==> src/rtl/mod_74x163.sv <==
// mod_74x163: synchronous 4-bit binary counter with clear, load and ripple carry
module mod_74x163 (
    input  logic clk,
    input  logic clr_n,
    input  logic load_n,
    input  logic enp,
    input  logic ent,
    input  logic a,
    input  logic b,
    input  logic c,
    input  logic d,
    output logic qa,
    output logic qb,
    output logic qc,
    output logic qd,
    output logic rco
);
    logic [3:0] q;
    always_ff @(posedge clk)
        if (!clr_n) q <= 4'd0;
        else if (!load_n) q <= {d, c, b, a};
        else if (enp && ent) q <= q + 4'd1;
    assign {qd, qc, qb, qa} = q;
    assign rco = ent & (q == 4'hf);
endmodule

==> config.mk <==
export PLATFORM = sky130hd
export DESIGN_NAME = mod_74x163
export DESIGN_NICKNAME = d
export VERILOG_FILES = /design/src/rtl/mod_74x163.sv
export SDC_FILE = /design/constraint.sdc
export NUM_CORES = 1
export LEC_CHECK = 0
export BUFFER_PORTS_ARGS = -buffer_cell sky130_fd_sc_hd__buf_2
export CAP_MARGIN = 10
export CORE_AREA = 2 2 39 41
export DETAILED_ROUTE_END_ITERATION = 8
export DIE_AREA = 0 0 41 43
export SYNTH_ARGS = -nofsm -noshare
export SYNTH_HDL_FRONTEND = slang
export SYNTH_SLANG_ARGS = --single-unit
export TNS_END_PERCENT = 20
==> constraint.sdc <==
create_clock -name clk -period 2.7 [get_ports clk]
set_input_delay 0.135 -clock clk [delete_from_list [all_inputs] [get_ports clk]]
set_output_delay 0.135 -clock clk [all_outputs]
set_load 0.005 [all_outputs]
==> After elaboration in Yosys (flattened, before gate mapping) <==
Cells that the tools add are included.
W data, S select, Z words.
{ "totals": {"register_bits": 4, "inputBits": 9, "out_inout_bits": 5, "wordCells": 8} }
{ "op_classes": {"addsub": 1, "eq_ne": 2, "muxes": 2, "bitwise_logic": 1, "n_reduce_logical": 1} }
{ "op_table": {"columns": ["cell", "n"], "rows": [
  ["$mux W4", 2],
  ["$add A4 B1 Y4 const B", 1],
  ["$eq A4 B4 Y1 const B", 1],
  ["$ne A2 B1 Y1 const B", 1],
  ["$and A1 B1 Y1", 1],
  ["$logic_and A1 B1 Y1", 1]
]} }

==> Longest topological paths before layout <==
{ "logic_depth": {"depth_word": 3, "ltp_mapped": 4} }

==> Worst setup path before layout <==
OpenSTA, ideal clock, no wires.
{ "synth_path": {"path_type": "reg2reg", "from": "reg q[0]", "to": "reg q[3]", "arrival_ps": 902, "t_required_ps": 2626, "path_slack_ps": 1724, "path_stages_with_launch": 4, "path_cell_list": "dfxtp_1 nand3_1 or3_1 a31oi_1"} }
{ "synth_via": {"elab_chain_cells": 3} }
{ "synth_rtl": {"columns": ["element", "line", "text"], "rows": [
  ["start, declared", "18", "logic [3:0] q;"],
  ["start signal, assigned", "21", "else if (!load_n) q <= {d, c, b, a};"],
  ["start signal, assigned", "22", "else if (enp && ent) q <= q + 4'd1;"],
  ["$add A4 B1 Y4", "22", null],
  ["$mux W4", "22", null],
  ["$mux W4", "21", null]
]} }
No other way between the ends. The select of a mux whose other input is x is not followed.
A chain may end at the register's enable or synchronous reset.

==> Worst setup path after layout <==
{ "layout_path": {"from": "reg q[0]", "to": "out rco"} }
{ "layout_via": {"elab_chain_cells": 2} }
{ "layout_rtl": {"columns": ["element", "line", "text"], "rows": [
  ["$eq A4 B4 Y1", "24", "assign rco = ent & (q == 4'hf);"],
  ["$and A1 B1 Y1", "24", null],
  ["end, declared", "16", "output logic rco"]
]} }
No other way between the ends.

==> results.ini <==
[synthesis]
synth_simple_gate_area_frac=0.2378
synth_xor_area_frac=0.08537
synth_ff_type=dfxtp_1
synth_top_family_by_area=simple AND/OR/NAND/NOR gates
synth_compound_area_frac=0.2073
synthesis.nets=34
ys_ff_latch=4
synth-edff-count=0
netlist_area_um2=205.2
yosys.cell_types.count=15
async_flop_share=0
synthAdderAreaFrac=0.06098
synth_seq_area_share=0.3902
yosysWarnings=0
synthMuxAreaShare=0
syn_inst=24
syn_area_per_cell_um2=8.550

[outcome]
status=finished clean

[hold_path]
hp-start=clr_n
hp-class=input port to flop

[detailed_routing]
drtAntennaViolNets=0
drt-initial-drc-count=0
vias=228
highest_layer=met3
wire_per_inst_um=10.13
routed_wirelength_um=567
first_pass_iters=1
wl_met3_um=51
dr_wl_met2_um=218
m1WireLength_um=297
vias_per_cell=4.071
route.detailed.drc=0

[power]
power_density_mw_per_mm2=542.5
seqPwrFrac=0.406
ir_worst_vdd_uv=133.4
p_sw_frac=0.2554
clkPwrFrac=0.451
p_sw_uw=43.34
combPwrFrac=0.144
p_int_uw=126.4
static-leakage-power_uw=0.0001474

[cts]
clock_latency_ps=230
root_buffer=clkbuf_4
cts_setup_buffers=0
numCtsBuffers=3
h-tree-depth=1
cts_num_sinks=4
clkSlewWorstSetupHoldPaths_ps=40
cts_tree=built
cts_hold_buf=0
cts.path.max_buffers=2
cts_resized=0

[cells_and_area]
largest-register=q
nFillCells=165
final_common_cell=buf_2
layout.cells.non_filler=56
finalInstanceArea_um2=312.8
area_growth_pct=52.44
antennaDiodeCount=0
drive_gt1_frac=0.4500
largest_register_ffs=4
final_cell_mix=buf_2 (13), dfxtp_1 (4), nand3_1 (3), o21ai_0 (3), clkbuf_4 (3)
largestRegisters=q: 4 flops
fin_nets=52

[floorplanning]
fp.dieH_um=43
initial_core_util=0.1483
die_area_mm2=0.001763
die_x_um=41
core_area_mm2=0.001384
io_pins=14
std_cell_rows=14

[critical_path]
reg2reg_slack_ps=1630
cp_cell_sequence=ha_1 -> and4_2 -> buf_2
worstPathArrival_ps=1120
path_max_fanout=4
cp-startpoint=q[0]
max_stage_delay_ps=340
r2r_cells=3
startpoint_type=flop
cp.required_ps=2570
cpMaxStageDelayCell=dfxtp_1
critPathKind=flop to output port
r2r-start=q[0]
r2r-end=q[1]
cp-end-kind=output port
crit_end=rco

[sta]
drv_slew=0
slew_headroom=0.8397
finalHoldViolCount=0
fin_skew_ps=0.7807
tightest_slew_ps=238.8
setup_viol=0
clock.fmax_ghz=0.7952
setup_tns_ps=0
period_minus_slack_ps=1257
rsz0062_at_grt=false
fin_crit_sh=0.4657

[run]
cap_violations=0

[global_routing]
grt_pass1_wl_um=869
grt_max_degree=9
grt_overflow=0
first_global_vias=216
grt_antenna_before_repair=0
grt.total_usage=0.07631

[place]
place_inst=53
post_dp_cell_area_um2=290.3
place_congestion=0.7797
place.port_buffers=13
dp_hpwl_um=441.7

[critical path, delay by kind of cell, from the launching register on]
family                   cells  cell delay (ps)
flip-flops                   1              340
adder cells (fa/ha/maj)      1              220
AND/OR/NAND/NOR              1              210
buffers and inverters        1              120
[synthesized netlist by cell type (2+ instances only)]
cell	number	area [um2]
nand3_1	3	15.01
dfxtp_1	4	80.08
xor2_1	2	17.52
o21ai_0	3	15.01
nor2_1	2	7.510
[cell type report]
type                       count  area, um2  area share
tap                           16      20.02     0.06400
sequential                     4      80.08      0.2560
inverter                       1      3.754     0.01200
multi-input combinational     19      121.4      0.3880
timing repair buffer          13      65.06      0.2080
clock buffer                   3      22.52     0.07200
[layer usage]
metal | vias up | GRT usage
met3 | 0 | 0.03141
met2 | 11 | 0.07188
li1 | 123 | -
met5 | - | 0
met4 | 0 | 0.06000
met1 | 94 | 0.1222
[how the worst min path moves through the flow]
stage / to / cells after the start
6_report: q[2] / 3
3_5_place_dp: q[2] / 3
5_1_grt: q[2] / 3
4_1_cts: q[2] / 3
2_1_floorplan: q[2] / 1
3_3_place_gp: q[2] / 3
[stage by stage]
| stage | hold WS [ps] | worst slack [ps] | utilization | power [uW] |
|---|---|---|---|---|
| 4_1_cts | 155.2 | 1435 | 0.2260 | 172.6 |
| 2_1_floorplan | 224.4 | 1724 | - | 79.16 |
| 3_5_place_dp | 405.6 | 1639 | 0.2098 | 94.27 |
| 5_1_grt | 181.3 | 1397 | 0.2260 | 179.9 |
| 6_report | 162.8 | 1443 | 0.2260 | 169.7 |
| 3_3_place_gp | 406.8 | 1691 | 0.2098 | 94.44 |
[logic make-up after synthesis]
group / after synthesis
flops: 4
simple gates: 9
xor+xnor: 2
buf+inv: 1
fa+ha+maj: 1
compound gates: 7
[power by group through the flow]
stage | sequential [uW] | combinational, uW | clock, uW
3_3_place_gp | 69.3 | 25.2 | 0
3_5_place_dp | 69.8 | 24.5 | 0
4_1_cts | 68.8 | 24.8 | 79.1
2_1_floorplan | 69.4 | 9.78 | 0
5_1_grt | 69.3 | 28.1 | 82.6
6_report | 68.9 | 24.4 | 76.5
(Power assumes the default switching activity.)
